$ cat config.mk
export PLATFORM = sky130hd
export DESIGN_NAME = unit_control_mc
export DESIGN_NICKNAME = d
export VERILOG_FILES = /design/src/rtl/uc_pkg.sv /design/src/rtl/uc_lat_counter.sv /design/src/rtl/unit_control_mc.sv
export SDC_FILE = /design/constraint.sdc
export NUM_CORES = 1
export LEC_CHECK = 0
export CAP_MARGIN = 5
export CORE_ASPECT_RATIO = 1.2
export CORE_MARGIN = 3
export CORE_UTILIZATION = 25
export CTS_CLUSTER_DIAMETER = 80
export DETAILED_ROUTE_END_ITERATION = 10
export GPL_TIMING_DRIVEN = 0
export PLACE_DENSITY_LB_ADDON = 0.08
export SYNTH_ARGS = -nofsm -noshare
export SYNTH_HDL_FRONTEND = slang
export SYNTH_SLANG_ARGS = --single-unit
$ cat constraint.sdc
create_clock -name clk -period 2.65 [get_ports clk]
set_clock_uncertainty 0.05 [all_clocks]
set_input_delay 0.6625 -clock clk [delete_from_list [all_inputs] [get_ports clk]]
set_output_delay 0.6625 -clock clk [all_outputs]
set_load 0.01 [all_outputs]
$ cat src/rtl/uc_pkg.sv
// uc_pkg: shared state encoding, opcode constants and decode helpers for the
// multicycle control sequencer (unit_control_mc) and its latency counter.
package uc_pkg;

  // State encoding is visible on the debug/trace port, so values are fixed.
  typedef enum logic [2:0] {
    ST_INIT    = 3'd0,
    ST_FETCH   = 3'd1,
    ST_DECODE  = 3'd2,
    ST_EXEC    = 3'd3,
    ST_COMMIT  = 3'd4,
    ST_WAIT_IN = 3'd5,
    ST_HALT    = 3'd6,
    ST_IRQ     = 3'd7
  } uc_state_e;

  // Opcode field (instruction bits [7:4]).
  localparam logic [3:0] OP_ALU   = 4'b0001;
  localparam logic [3:0] OP_MULT  = 4'b0010;
  localparam logic [3:0] OP_DIV   = 4'b0011;
  localparam logic [3:0] OP_STORE = 4'b0101;
  localparam logic [3:0] OP_LOAD  = 4'b0110;
  localparam logic [3:0] OP_LI    = 4'b0111;
  localparam logic [3:0] OP_MOV   = 4'b1000;
  localparam logic [3:0] OP_IN    = 4'b1001;
  localparam logic [3:0] OP_OUT   = 4'b1010;

  // Operation field value that turns a STORE into a STOREINST.
  localparam logic [3:0] OPER_STOREINST = 4'b0001;

  // Full 8-bit instruction codes {opcode, operation}.
  localparam logic [7:0] CODE_NOOP       = 8'b0000_0000;
  localparam logic [7:0] CODE_HALT       = 8'b0000_0001;
  localparam logic [7:0] CODE_GETPC      = 8'b0000_0010;
  localparam logic [7:0] CODE_B          = 8'b0100_0000;
  localparam logic [7:0] CODE_BL         = 8'b0100_0001;
  localparam logic [7:0] CODE_GETTIME    = 8'b1011_0000;
  localparam logic [7:0] CODE_GETQUANTUM = 8'b1011_0011;

  // Datapath strobes that are decoded from the state being entered.
  typedef struct packed {
    logic reg_write;
    logic mem_write;
    logic inst_write;
    logic in_req;
    logic new_out;
    logic pc_write;
  } uc_strobes_t;

  // True when the instruction writes a result into the register file.
  function automatic logic uc_writes_reg(input logic [3:0] opc, input logic [3:0] oper);
    logic [7:0] code;
    logic       wr;
    code = {opc, oper};
    case (opc)
      OP_ALU, OP_MULT, OP_DIV, OP_LOAD, OP_LI, OP_MOV, OP_IN: wr = 1'b1;
      default: wr = (code == CODE_BL) || (code == CODE_GETPC) ||
                    (code == CODE_GETTIME) || (code == CODE_GETQUANTUM);
    endcase
    return wr;
  endfunction

  // Successor of FETCH: short instructions skip DECODE, IN waits for the
  // device, HALT parks, everything else is decoded.
  function automatic uc_state_e uc_fetch_next(input logic [3:0] opc, input logic [3:0] oper);
    logic [7:0] code;
    uc_state_e  nxt;
    code = {opc, oper};
    if ((code == CODE_NOOP) || (code == CODE_B) || (code == CODE_BL) || (opc == OP_LI)) begin
      nxt = ST_COMMIT;
    end else if (opc == OP_IN) begin
      nxt = ST_WAIT_IN;
    end else if (code == CODE_HALT) begin
      nxt = ST_HALT;
    end else begin
      nxt = ST_DECODE;
    end
    return nxt;
  endfunction

  // Strobe pattern for a given state; only COMMIT, WAIT_IN and IRQ drive any.
  function automatic uc_strobes_t uc_strobes(input uc_state_e st, input logic [3:0] opc,
                                             input logic [3:0] oper);
    uc_strobes_t s;
    s = '0;
    case (st)
      ST_WAIT_IN: s.in_req = 1'b1;
      ST_COMMIT: begin
        s.pc_write  = 1'b1;
        s.reg_write = uc_writes_reg(opc, oper);
        if (opc == OP_STORE) begin
          if (oper == OPER_STOREINST) s.inst_write = 1'b1;
          else                        s.mem_write  = 1'b1;
        end
        s.new_out = (opc == OP_OUT);
      end
      ST_IRQ: begin
        // Vector load: PC takes the vector, datapath writes the link register.
        s.pc_write  = 1'b1;
        s.reg_write = 1'b1;
      end
      default: s = '0;
    endcase
    return s;
  endfunction

endpackage

$ cat src/rtl/uc_lat_counter.sv
// uc_lat_counter: EXEC-stretch counter. Loaded with LAT-1 on leaving DECODE,
// decremented once per EXEC cycle, zero flag tells the sequencer to commit.
module uc_lat_counter #(
  parameter int CNT_W = 4
) (
  input  logic             clk,
  input  logic             rst_n,
  input  logic             i_load,
  input  logic [CNT_W-1:0] i_load_val,
  input  logic             i_dec,
  output logic             o_zero
);

  logic [CNT_W-1:0] r_cnt;

  // Load has priority over decrement; the two never coincide in practice.
  always_ff @(posedge clk or negedge rst_n) begin
    if (!rst_n) begin
      r_cnt <= '0;
    end else if (i_load) begin
      r_cnt <= i_load_val;
    end else if (i_dec) begin
      r_cnt <= r_cnt - CNT_W'(1);
    end
  end

  assign o_zero = (r_cnt == '0);

endmodule

$ cat src/rtl/unit_control_mc.sv
// unit_control_mc: multicycle control sequencer. Walks each instruction through
// FETCH/DECODE/EXEC/COMMIT, stretches EXEC for MULT/DIV/LOAD, handshakes IN,
// parks on HALT and strobes datapath write enables from registered outputs.
// Optional feature macro: UC_IRQ_EN (interrupt entry at instruction boundary).
module unit_control_mc #(
  parameter int MUL_LAT  = 2,
  parameter int DIV_LAT  = 8,
  parameter int LOAD_LAT = 1,
  parameter int CNT_W    = 4
) (
  input  logic       clk,
  input  logic       rst_n,
  input  logic [3:0] opcode,
  input  logic [3:0] operation,
  input  logic       in_ready,
  input  logic       wake_up,
  input  logic       irq,
  output logic [2:0] state,
  output logic       reg_write,
  output logic       mem_write,
  output logic       inst_write,
  output logic       in_req,
  output logic       new_out,
  output logic       pc_write,
  output logic       done_inst,
  output logic       irq_take
);

  import uc_pkg::*;

  // Counter preload values: EXEC spans exactly LAT cycles, so load LAT-1.
  localparam logic [CNT_W-1:0] MUL_LOAD  = CNT_W'(MUL_LAT - 1);
  localparam logic [CNT_W-1:0] DIV_LOAD  = CNT_W'(DIV_LAT - 1);
  localparam logic [CNT_W-1:0] LOAD_LOAD = CNT_W'(LOAD_LAT - 1);

  uc_state_e        r_state;
  uc_state_e        w_state_next;
  uc_strobes_t      r_strobes;
  uc_strobes_t      w_strobes_next;
  logic             r_done_inst;
  logic             r_irq_take;
  logic             w_irq;
  logic             w_is_lat;
  logic [CNT_W-1:0] w_lat_load;
  logic             w_cnt_load;
  logic             w_cnt_dec;
  logic             w_cnt_zero;

`ifdef UC_IRQ_EN
  assign w_irq = irq;
`else
  // Interrupts compiled out: the port stays, the request is ignored.
  logic w_unused_irq;
  assign w_unused_irq = irq;
  assign w_irq        = 1'b0;
`endif

  // Classify the opcode into the multicycle classes and pick the preload.
  always_comb begin
    w_is_lat   = 1'b1;
    w_lat_load = '0;
    case (opcode)
      OP_MULT: w_lat_load = MUL_LOAD;
      OP_DIV:  w_lat_load = DIV_LOAD;
      OP_LOAD: w_lat_load = LOAD_LOAD;
      default: w_is_lat = 1'b0;
    endcase
  end

  assign w_cnt_load = (r_state == ST_DECODE) && w_is_lat;
  assign w_cnt_dec  = (r_state == ST_EXEC) && !w_cnt_zero;

  uc_lat_counter #(
    .CNT_W(CNT_W)
  ) u_lat_counter (
    .clk       (clk),
    .rst_n     (rst_n),
    .i_load    (w_cnt_load),
    .i_load_val(w_lat_load),
    .i_dec     (w_cnt_dec),
    .o_zero    (w_cnt_zero)
  );

  // Next-state logic; interrupts are only taken at instruction boundaries
  // (COMMIT) or from HALT, so no instruction is ever aborted.
  always_comb begin
    w_state_next = r_state;
    case (r_state)
      ST_INIT:    w_state_next = ST_FETCH;
      ST_FETCH:   w_state_next = uc_fetch_next(opcode, operation);
      ST_DECODE:  w_state_next = w_is_lat ? ST_EXEC : ST_COMMIT;
      ST_EXEC:    w_state_next = w_cnt_zero ? ST_COMMIT : ST_EXEC;
      ST_WAIT_IN: w_state_next = in_ready ? ST_COMMIT : ST_WAIT_IN;
      ST_HALT: begin
        // wake_up wins over a simultaneous irq: the HALT retires first.
        if (wake_up)    w_state_next = ST_COMMIT;
        else if (w_irq) w_state_next = ST_IRQ;
      end
      ST_COMMIT:  w_state_next = w_irq ? ST_IRQ : ST_FETCH;
      ST_IRQ:     w_state_next = ST_FETCH;
      default:    w_state_next = ST_INIT;
    endcase
  end

  // Strobes are a function of the state being entered so the registered
  // copies line up exactly with the state register.
  assign w_strobes_next = uc_strobes(w_state_next, opcode, operation);

  // Sequencer state plus registered outputs.
  always_ff @(posedge clk or negedge rst_n) begin
    if (!rst_n) begin
      r_state     <= ST_INIT;
      r_strobes   <= '0;
      r_done_inst <= 1'b0;
      r_irq_take  <= 1'b0;
    end else begin
      r_state     <= w_state_next;
      r_strobes   <= w_strobes_next;
      r_done_inst <= (r_state == ST_COMMIT);
`ifdef UC_IRQ_EN
      r_irq_take  <= (w_state_next == ST_IRQ);
`else
      r_irq_take  <= 1'b0;
`endif
    end
  end

  assign state      = r_state;
  assign reg_write  = r_strobes.reg_write;
  assign mem_write  = r_strobes.mem_write;
  assign inst_write = r_strobes.inst_write;
  assign in_req     = r_strobes.in_req;
  assign new_out    = r_strobes.new_out;
  assign pc_write   = r_strobes.pc_write;
  assign done_inst  = r_done_inst;
  assign irq_take   = r_irq_take;

endmodule
==> results of run 1 <==
cell type report:
class | count | area (um^2)
Buffer | 2 | 12.5
Clock buffer | 4 | 36.3
Fill cell | 325 | 2020
Inverter | 5 | 18.8
Multi-Input combinational cell | 60 | 458
Sequential cell | 14 | 350
Tap cell | 36 | 45.0
Timing Repair Buffer | 20 | 200
stage by stage:
| step | cells | instance area, um^2 | hold WS, ns | setup WS [ns] | utilization |
|---|---|---|---|---|---|
| after floorplan | 81 | 840 | 0.317 | 0.885 | - |
| after global placement | 137 | 1080 | 0.518 | 0.245 | 0.346 |
| after detailed placement | 137 | 1080 | 0.513 | 0.258 | 0.346 |
| after CTS | 141 | 1120 | 0.533 | 0.541 | 0.357 |
| after global routing | 141 | 1120 | 0.561 | 0.458 | 0.357 |
| final | 141 | 1120 | 0.516 | 0.546 | 0.357 |
power breakdown:
part / internal [uW] / switching (uW)
clock network: 83.4 / 64.5
registers: 295 / 71.9
logic: 277 / 232
total: 655 / 369
kinds of logic after synthesis:
kind of cell | after synthesis | synth area share
and+or+nand+nor | 41 | 0.364
DFF | 14 | 0.417
AOI/OAI and AO/OA | 13 | 0.118
buffers and inverters | 7 | 0.0373
xor gates and xnor gates | 3 | 0.0313
adders and majority gates | 1 | 0.0149
other | 1 | 0.00447
muxes | 1 | 0.0134
synth_stat cells (2+ instances only):
cell / n
inv_1: 5
nand3b_1: 2
nand4b_1: 3
nand3_1: 3
xnor2_1: 3
dfrtp_1: 14
nand2_1: 4
a31o_2: 2
nor3_1: 2
nor4_1: 2
o21ai_0: 4
and2_1: 2
nor2_1: 6
per-layer routing:
layer	GRT usage	wire length (um)	vias to the layer above
met5	0	0	-
met4	0.0453	27	0
met3	0.0112	61	2
met2	0.145	836	13
met1	0.150	864	322
li1	-	-	348
worst reg2reg max path: stages (launching register included):
cell and delay, ns:
dfrtp_1 0.39, inv_1 0.09, ha_1 0.17, or3b_4 0.41
nand3_4 0.13, nand4_4 0.13, nor4_1 0.33
final timing paths:
path	startpoint	endpoint	slack (ns)	cells past startpoint
max	opcode[2]	reg_write	0.55	5
min	state[0]	done_inst	0.52	1
max reg2reg	u_lat_counter.r_cnt[0]	reg_write	0.84	6
min reg2reg	state[0]	done_inst	0.52	1
max in group asynchronous	rst_n	done_inst	1.43	1
min in group asynchronous	rst_n	state[2]	0.72	1
registers in the layout (all words and copies together) (netlist names):
name and cells:
u_lat_counter.r_cnt 4, state 3, done_inst 1, in_req 1, inst_write 1, mem_write 1
new_out 1, pc_write 1, reg_write 1
==> metrics.yaml, run 1 <==
power.total_uw: 1020
layout-drive-gt1-share: 0.181
cts_hold_buf: 0
nets: 120
path_buf_inv: 1
grt_remaining_overflow: 0
ios: 24
final_period_minus_worst_setup_slack_ns: 2.10
family_of_cells_with_the_greatest_summed_delay_on_the_critical_path: "buffers and inverters"
postSynthRegisterBits: 14
detail_route.drc_violations: 0
drtPass1Iterations: 2
worstPathRequired_ns: 2.74
syn_nets: 95
post_drt_via_cell_ratio: 4.86
antenna_left: 0
timing.final.crit_share: 0.794
critical_path_arrival_ns: 2.19
run_status: "finished clean"
insertion_delay_ns: 0.27
yosysSeqAreaShare: 0.417
clk_transition_reported_paths_ns: 0.07
routabilityCongestion: 0.748
floorplan.die.width_um: 58.9
total_number_of_vias: 685
global_route.usage.total: 0.102
cts_resized: 0
detailed_place_hpwl_um: 1430
timing.slew.headroom: 0.591
cts_inserted_buffers: 3
row_count: 22
antennaDiodeCount: 0
io_buffers: 20
grt_pass1_wl_um: 3260
synth_ff_type: "dfrtp_1"
post_cts.repair.setup_buffers: 0
vdd_ir_drop_max_v: 0.000392
area_enclosed_by_the_die_boundary_um2: 4090
worst_path_largest_cell_delay_ns: 0.61
largest_net_degree_at_the_start_of_global_routing: 15
clock-root-buffer: "clkbuf_4"
synth_edf_count: 0
syn_area_um2: 840
synthesis.instances: 81
critical_path_peak_fanout: 8
synth_area_leader_cell: "dfrtp_1"
die_height_um: 69.5
timing_worst_slew_pin_value_ns: 0.611
mostFrequentLayoutCell: "clkdlybuf4s50_1"
dr.first_iter.drc_count: 14
grt_setup_unrepaired: "false"
proportion_of_synthesized_flip_flops_having_asynchronous_set_or_reset: 1.00
report.final.slew_viol_count: 0
crit_type: "primary input to register"
cp_slowest_cell: "clkdlybuf4s50_1"
yosys.area.top_type_share: 0.417
starting_density_of_the_core: 0.268
min_path_type: "register to register"
clk_path_buf_depth: 2
routed_wl_um: 1790
core_um2: 3140
start_kind: "primary input"
syn_avg_cell_area_um2: 10.4
tritoncts: "built"
post_synth_main_area_contributors: "dfrtp_1, nand4b_1, xnor2_1, nor2_1, nand4_4"
grt_antenna_before_repair: 0
first_global_vias: 700
clock_sinks: 14
cap_violations: 0
timing.critical_path.to_type: "register"
leakage_uw: 0.000456
syn_to_final_growth_pct: 33.5
h-tree-depth: 1
fmax_ghz: 0.475
power-per-cell-area_nw_per_um2: 914
ys_warn_count: 0
setup-violations-final: 0
yosysUniqueCellTypes: 42
setup_tns_ns: 0
layout_common_cells: "clkdlybuf4s50_1, dfrtp_1, nor2_1, inv_1"
crit_path_cell_trace: "clkdlybuf4s50_1, and4bb_1, nand4b_1, o211ai_2, nor4_1"
post_drt_wl_per_cell_um: 12.7
final-hold-violation-count: 0
No activity file was read; power rests on OpenSTA's default activity.
==> run 2: changes to the inputs <==
clock period = 1.7 ns   (was 2.65 ns; I/O delays follow)
==> metrics.yaml, run 2 (synthesized netlist as in run 1, its figures left out) <==
seqPwrFrac: 0.284  # -0.074
starting_density_of_the_core: 0.268  # unchanged
cts_inserted_buffers: 3  # unchanged
report.final.slew_viol_count: 0  # unchanged
final_period_minus_worst_setup_slack_ns: 1.69
start_kind: "register"
clk_path_buf_depth: 2  # unchanged
syn_to_final_growth_pct: 51.3
grt_pass1_wl_um: 3490  # +7.0%
fmax_ghz: 0.593
h-tree-depth: 1  # unchanged
run_status: "finished clean"
detail_route.drc_violations: 0  # unchanged
antennaDiodeCount: 0  # unchanged
grt_setup_unrepaired: "true"
timing.critical_path.to_type: "register"
switching_power_as_a_share_of_total_power: 0.364  # +0.00360
power.total_uw: 1940  # +89%
grt_antenna_before_repair: 0  # unchanged
core_um2: 3140  # unchanged
min_path_type: "primary input to async pin"
setup-violations-final: 0  # unchanged
tritoncts: "built"
timing_worst_slew_pin_value_ns: 0.644  # +0.0330 ns
floorplan.die.width_um: 58.9  # unchanged
io_buffers: 20  # unchanged
cap_violations: 0  # unchanged
grt_remaining_overflow: 0  # unchanged
stdcell_area_um2: 1270  # +13%
power.share.clock: 0.121  # -0.023
detailed_place_hpwl_um: 1430  # unchanged
post_drt_wl_per_cell_um: 13.7  # +8.3%
nets: 129  # +7.5%
power-per-cell-area_nw_per_um2: 1530  # +67%
ios: 24  # unchanged
clock_sinks: 14  # unchanged
total_number_of_vias: 734  # +7.2%
netSwitchingPower_uw: 705  # +91%
final-hold-violation-count: 0  # unchanged
crit_type: "register to register"
mostFrequentLayoutCell: "clkdlybuf4s50_1"
first_global_vias: 732  # +4.6%
leakage_uw: 0.000527  # +16%
internal_power_uw: 1230  # +88%
layout-drive-gt1-share: 0.368  # +0.187
dr.first_iter.drc_count: 13  # -1
antenna_left: 0  # unchanged
largest_register_ff_count: 4  # unchanged
dpl.cell_count: 137  # unchanged
critical_path_peak_fanout: 4  # -4
global_route.usage.total: 0.109  # +0.00715
row_count: 22  # unchanged
layout_common_cells: "clkdlybuf4s50_1, dfrtp_1, buf_4"
worstPathRequired_ns: 1.85  # -0.89 ns
drtPass1Iterations: 4  # +2
die_height_um: 69.5  # unchanged
clock-root-buffer: "clkbuf_4"
filler_cell_count: 316  # -2.8%
timing.slew.headroom: 0.569  # -0.0220
fin_cells: 150  # +6.4%
combinational_power_share: 0.595  # +0.097
area_enclosed_by_the_die_boundary_um2: 4090  # unchanged
routed_wl_um: 2060  # +15%
post_drt_via_cell_ratio: 4.89  # +0.72%
timing.final.crit_share: 0.993
place_area_um2: 1080  # unchanged
critical_path_arrival_ns: 1.84  # -0.35 ns
cts_hold_buf: 0  # unchanged
insertion_delay_ns: 0.28  # about the same
clk_transition_reported_paths_ns: 0.09  # +0.02 ns
max_flop_register: "u_lat_counter.r_cnt"
largest_net_degree_at_the_start_of_global_routing: 15  # unchanged
routabilityCongestion: 0.748  # unchanged
vdd_ir_drop_max_v: 0.000773  # +97%
-- run 2: routing by layer --
metal  part of all wire  global-route usage  vias up  wire length (um)
met5                  0                   0        -                 0
met4              0.014              0.0453        0                28
met3              0.028              0.0112        2                58
met2               0.49               0.158       13              1020
met1               0.47               0.160      356               959
li1                   -                   -      363                 -
-- run 2: through the flow --
stage	TNS (ns)	utilization	setup slack [ns]	hold slack [ns]
2_1_floorplan	0	-	0.0237	0.0794
3_3_place_gp	-4.40	0.346	-0.468	0.518
3_5_place_dp	-4.18	0.346	-0.454	0.513
4_1_cts	0	0.383	0.000193	0.484
5_1_grt	-0.167	0.405	-0.0511	0.518
6_report	0	0.405	0.0126	0.491
-- run 2: power by group through the flow --
stage | combinational [uW] | sequential [uW] | clock (uW)
6_report | 1150 | 551 | 234
5_1_grt | 1260 | 570 | 259
4_1_cts | 1000 | 552 | 242
3_5_place_dp | 802 | 581 | 0
3_3_place_gp | 799 | 582 | 0
2_1_floorplan | 495 | 593 | 0
-- run 2: area by class of cell --
class	instances	area, um^2	share of cell area
Multi-Input combinational cell	60	531	0.418
Sequential cell	14	354	0.279
Timing Repair Buffer	29	273	0.215
Tap cell	36	45.0	0.0355
Clock buffer	4	36.3	0.0286
Inverter	5	18.8	0.0148
Buffer	2	12.5	0.00985
-- run 2: worst max-delay path, stage by stage, from the launching register on --
cell and delay, ns:
dfrtp_1 0.37, inv_2 0.06, ha_4 0.15, or3b_4 0.24, nand3_4 0.11, buf_6 0.15, or3_1 0.32, a31oi_1 0.15
-- run 2: what timing repair did --
item / in CTS / in global routing
pin swaps: 4 / 4
resized for setup: 16 / 10
buffers inserted: 6 / 3
hold endpoints to repair: 0 / 0
setup endpoints to repair: 12 / 10
-- run 2: final timing paths --
path | start | to | slack [ns] | cells after the start
worst max-delay path | u_lat_counter.r_cnt[1] | u_lat_counter.r_cnt[2] | 0.01 | 7
worst min-delay path | rst_n | u_lat_counter.r_cnt[3] | 0.49 | 1
worst max register to register | u_lat_counter.r_cnt[1] | u_lat_counter.r_cnt[2] | 0.01 | 7
worst min register to register | state[1] | done_inst | 0.52 | 1
max in group asynchronous | rst_n | state[0] | 0.65 | 1
min in group clk | opcode[0] | inst_write | 0.51 | 3
==> run 3: changes to the inputs <==
PLACE_DENSITY = 0.59   (was not set)
PLACE_DENSITY_LB_ADDON = not set   (was 0.08)
==> metrics.yaml, run 3 (synthesized netlist as in run 1, its figures left out) <==
run_status: "finished clean"
routed-wl-met3_um: 74  # +28%
final_period_minus_worst_setup_slack_ns: 1.69  # -0.00130 ns
met2_wirelength_um: 965  # -5.0%
io_buffers: 20  # unchanged
power.total_uw: 1890  # -2.4%
global_route.usage.total: 0.0983  # -0.0104
fin_util: 0.398  # -0.00678
crit_type: "register to register"
grt_pass1_wl_um: 3130  # -10%
largest_register_ff_count: 4  # unchanged
worstPathRequired_ns: 1.88  # +0.03 ns
nets: 129  # unchanged
antennaDiodeCount: 0  # unchanged
grt_remaining_overflow: 0  # unchanged
core_um2: 3140  # unchanged
first_global_vias: 715  # -2.3%
fin_cells: 150  # unchanged
crit_path_start: "u_lat_counter.r_cnt[0]"
timing.slew.headroom: 0.593  # +0.0237
drtPass1Iterations: 4  # unchanged
clk_transition_reported_paths_ns: 0.08  # about the same
timing.final.crit_share: 0.992  # about the same
report.final.slew_viol_count: 0  # unchanged
power-per-cell-area_nw_per_um2: 1510  # -0.75%
largest_net_degree_at_the_start_of_global_routing: 15  # unchanged
routed_wl_um: 1940  # -6.0%
layout-drive-gt1-share: 0.333  # -0.0351
insertion_delay_ns: 0.29  # about the same
post_drt_wl_per_cell_um: 12.9  # -6.0%
topRoutingLayerUsed: "met4"
wirelength_met1_um: 826  # -14%
critical_path_peak_fanout: 4  # unchanged
clock-root-buffer: "clkbuf_4"
detail_route.drc_violations: 0  # unchanged
h-tree-depth: 1  # unchanged
dr.first_iter.drc_count: 16  # +3
floorplan.die.width_um: 58.9  # unchanged
filler_cell_count: 323  # +2.2%
row_count: 22  # unchanged
min_path_type: "primary input to async pin"
syn_to_final_growth_pct: 48.7
die_height_um: 69.5  # unchanged
vdd_ir_drop_max_v: 0.000664  # -14%
tritoncts: "built"
worst_flop_to_flop_path_startpoint: "u_lat_counter.r_cnt[0]"
clk_path_buf_depth: 2  # unchanged
grt_antenna_before_repair: 0  # unchanged
cts_inserted_buffers: 3  # unchanged
timing.critical_path.to_type: "register"
area_enclosed_by_the_die_boundary_um2: 4090  # unchanged
start_kind: "register"
clock_sinks: 14  # unchanged
fmax_ghz: 0.593  # about the same
timing_worst_slew_pin_value_ns: 0.608  # -0.0354 ns
mostFrequentLayoutCell: "clkdlybuf4s50_1"
max_flop_register: "u_lat_counter.r_cnt"
cap_violations: 0  # unchanged
layout_common_cells: "clkdlybuf4s50_1, dfrtp_1, buf_4, nor2_1"
routabilityCongestion: 0.698  # -6.8%
critical_path_arrival_ns: 1.87  # +0.03 ns
detailed_place_hpwl_um: 1380  # -3.7%
total_number_of_vias: 750  # +2.2%
starting_density_of_the_core: 0.268  # unchanged
post_drt_via_cell_ratio: 5.00  # +2.2%
leakage_uw: 0.000521  # -1.0%
final-hold-violation-count: 0  # unchanged
setup-violations-final: 0  # unchanged
grt_setup_unrepaired: "true"
dpl.cell_count: 137  # unchanged
antenna_left: 0  # unchanged
ios: 24  # unchanged
run 3: what timing repair did:
item / in CTS / in global routing
hold buffers: 0 / 0
resized for setup: 11 / 8
pin swaps: 6 / 2
cloned: 0 / 0
buffers inserted: 7 / 2
endpoints found under the setup margin: 12 / 7
run 3: critical path: stages (launching register included):
cell and delay, ns:
dfrtp_1 0.41, inv_2 0.09, ha_4 0.13, or3b_4 0.40, nand3_4 0.11, mux2_4 0.32
a21oi_2 0.12
run 3: path summary, 6_finish.rpt:
| check | endpoint | slack [ns] | cells past startpoint |
|---|---|---|---|
| setup / recovery | u_lat_counter.r_cnt[1] | 0.01 | 6 |
| hold / removal | done_inst | 0.46 | 1 |
| setup reg to reg | u_lat_counter.r_cnt[1] | 0.01 | 6 |
| hold reg to reg | done_inst | 0.50 | 2 |
| max in group asynchronous | state[2] | 0.71 | 1 |
| min in group clk | inst_write | 0.47 | 3 |
run 3: layer usage:
| layer | vias to the layer above | GRT usage |
|---|---|---|
| li1 | 365 | - |
| met1 | 362 | 0.119 |
| met2 | 18 | 0.151 |
| met3 | 5 | 0.00931 |
| met4 | 0 | 0.0831 |
| met5 | - | 0 |
run 3: final cells by class:
cell class / instances / area (um^2) / share of cell area
multi-input combinational: 60 / 509 / 0.408
sequential: 14 / 353 / 0.283
timing repair buffer: 29 / 274 / 0.219
tap: 36 / 45.0 / 0.0361
clock buffer: 4 / 36.3 / 0.0291
inverter: 5 / 18.8 / 0.0150
buffer: 2 / 12.5 / 0.0100
run 3: power breakdown:
group | internal [uW] | switching [uW]
registers | 463 | 63.9
logic | 617 | 504
clock network | 131 | 112
run 3: stage by stage:
stage,hold slack [ns],worst slack (ns),instance area (um^2),TNS (ns)
2_1_floorplan,0.0794,0.0237,840,0
6_report,0.460,0.0139,1250,0
4_1_cts,0.467,0.00509,1200,0
3_5_place_dp,0.501,-0.433,1080,-4.12
3_3_place_gp,0.502,-0.452,1080,-4.03
5_1_grt,0.482,-0.0576,1250,-0.153
==> variant: new RTL, flow settings as in run 2 <==
`CNT_W` is set to 4 in 2 places; all go to 3.
--- a/src/rtl/uc_lat_counter.sv
+++ b/src/rtl/uc_lat_counter.sv
@@ -1,7 +1,7 @@
 // uc_lat_counter: EXEC-stretch counter. Loaded with LAT-1 on leaving DECODE,
 // decremented once per EXEC cycle, zero flag tells the sequencer to commit.
 module uc_lat_counter #(
-  parameter int CNT_W = 4
+  parameter int CNT_W = 3
 ) (
   input  logic             clk,
   input  logic             rst_n,
--- a/src/rtl/unit_control_mc.sv
+++ b/src/rtl/unit_control_mc.sv
@@ -6,7 +6,7 @@
   parameter int MUL_LAT  = 2,
   parameter int DIV_LAT  = 8,
   parameter int LOAD_LAT = 1,
-  parameter int CNT_W    = 4
+  parameter int CNT_W    = 3
 ) (
   input  logic       clk,
   input  logic       rst_n,
Formal check against the unedited RTL: no difference found for any inputs over 10 cycles, from zero or initial values and one cycle with rst_n low; that may be too few to reach the edited logic, so the function may still have changed.
==> variant against run 2 <==
Area after synthesis increased by 3.4%; worst setup slack got worse by 0.0033 ns; critical path type is now in -> reg; sequential cell count decreased by 1; power decreased by 9.4%; final area increased by 2.0%; sequential share of layout area decreased by 2.6 points; wire length about the same; synthesized cell count increased by 6.2%.
==> variant: results (changes against run 2) <==
Result of the run: complete, no violations (unchanged). The global-route track usage on met3 is 1.82% (was 1.12%). The length of routed met3 wiring came to 106 microns (was 58 microns). The post-route met1 wirelength came out at 914 microns (was 959 microns). The number of standard cells after synthesis is 86 (was 81). The net count of the mapped netlist is 101 (was 95). The area fraction in compound gates after synthesis is 15.6% (was 11.8%). The number of vias per cell after detailed routing came out at 4.94 (was 4.89). The register-to-register setup slack came out at 0.05 ns (was 0.01 ns). The destination of the worst register-to-register timing path is reg_write (was u_lat_counter.r_cnt[2]). The layout buffering overhead excluding clock cells came to 25.2% (was 22.5%). The total cell area at the placement stage is 0.00111 sq mm (was 0.00108 sq mm).

The capturing instance or port of the critical path is pc_write (was u_lat_counter.r_cnt[2]). The first-iteration detailed-routing DRC count is 5 (was 13). The wire length of the first global-routing pass is 3.22 mm (was 3.49 mm).

The post-synthesis share of cell area spent on xor and xnor gates came to 2.02% (was 3.13%). Cell types with the highest counts after synthesis: sky130_fd_sc_hd__dfrtp_1 (13), sky130_fd_sc_hd__a21oi_1 (7), sky130_fd_sc_hd__nor3_1 (6) (was sky130_fd_sc_hd__dfrtp_1 (14), sky130_fd_sc_hd__nor2_1 (6), sky130_fd_sc_hd__inv_1 (5)). The static leakage power came out at 0.560 nW (was 0.527 nW). The layout net count came out at 137 (was 129).

The pre-CTS setup slack is -0.593 ns (was -0.454 ns). The number of multi-input logic gates was 65 (was 60). The maximum number of pins on one net before global-route repair came to 14 (was 15). The class of the tightest hold or removal check is in -> reg (was in -> async). The sequential fraction of total cell area came out at 25.3% (was 27.9%). The longest individual stage delay on the worst path came out at 0.40 ns (was 0.37 ns). The number of sequential cells was 13 (was 14). The number of fillers in the final layout came to 335 (was 316). The via count of the first global-routing pass is 702 (was 732). The remaining max-slew budget at the tightest pin came out at 62.3% (was 56.9%).

The final-layout worst hold slack is 0.454 ns (was 0.491 ns). The total of clock buffers placed in the layout came out at 3 (was 4). The worst vdd rail ir drop is 0.672 mV (was 0.773 mV). Top post-synthesis cells by area: sky130_fd_sc_hd__dfrtp_1 (37%), sky130_fd_sc_hd__a21oi_1 (4.0%), sky130_fd_sc_hd__buf_6 (3.9%) (was sky130_fd_sc_hd__dfrtp_1 (42%), sky130_fd_sc_hd__nand4b_1 (3.1%), sky130_fd_sc_hd__xnor2_1 (3.1%)).

The multiplexer share of the synthesized area came to 1.30% (was 1.34%).
==> variant: cell count changes after synthesis, sizes merged, moves of 2 or more <==
cell / run 2 / this run
a21oi: 1 / 8
a31o: 2 / 0
and4b: 0 / 2
buf: 2 / 5
inv: 5 / 3
nand4b: 3 / 0
nor2b: 1 / 4
nor3: 2 / 7
o2111ai: 0 / 2
o21ai: 4 / 0
xnor2: 3 / 1
==> variant: report_power, final <==
part	internal (mW)	switching, mW	total, mW	leakage (nW)
combinational	0.585	0.489	1.07	0.381
clock	0.0870	0.0998	0.187	0.0177
sequential	0.430	0.0657	0.496	0.162
==> variant: worst register-to-register path, cell delays in order, from the launching register on <==
cell                       delay, ns
sky130_fd_sc_hd__dfrtp_1        0.35
sky130_fd_sc_hd__inv_2          0.05
sky130_fd_sc_hd__ha_2           0.18
sky130_fd_sc_hd__and4bb_2       0.21
sky130_fd_sc_hd__or3_4          0.34
sky130_fd_sc_hd__a21oi_4        0.18
sky130_fd_sc_hd__buf_6          0.14
sky130_fd_sc_hd__a311oi_2       0.04
==> variant: what timing repair did <==
action | CTS | global route
pin swaps | 6 | 4
buffers inserted | 7 | 4
gates resized for setup | 17 | 14
endpoints found under the setup margin | 12 | 12
==> variant: how the worst min path moves through the flow <==
| stage | cells after the start | from | to |
|---|---|---|---|
| after floorplan | 0 | rst_n | done_inst |
| after global placement | 1 | state[0] | done_inst |
| after detailed placement | 2 | state[1] | done_inst |
| after CTS | 3 | opcode[3] | reg_write |
| after global routing | 3 | opcode[3] | reg_write |
| final | 3 | opcode[3] | reg_write |
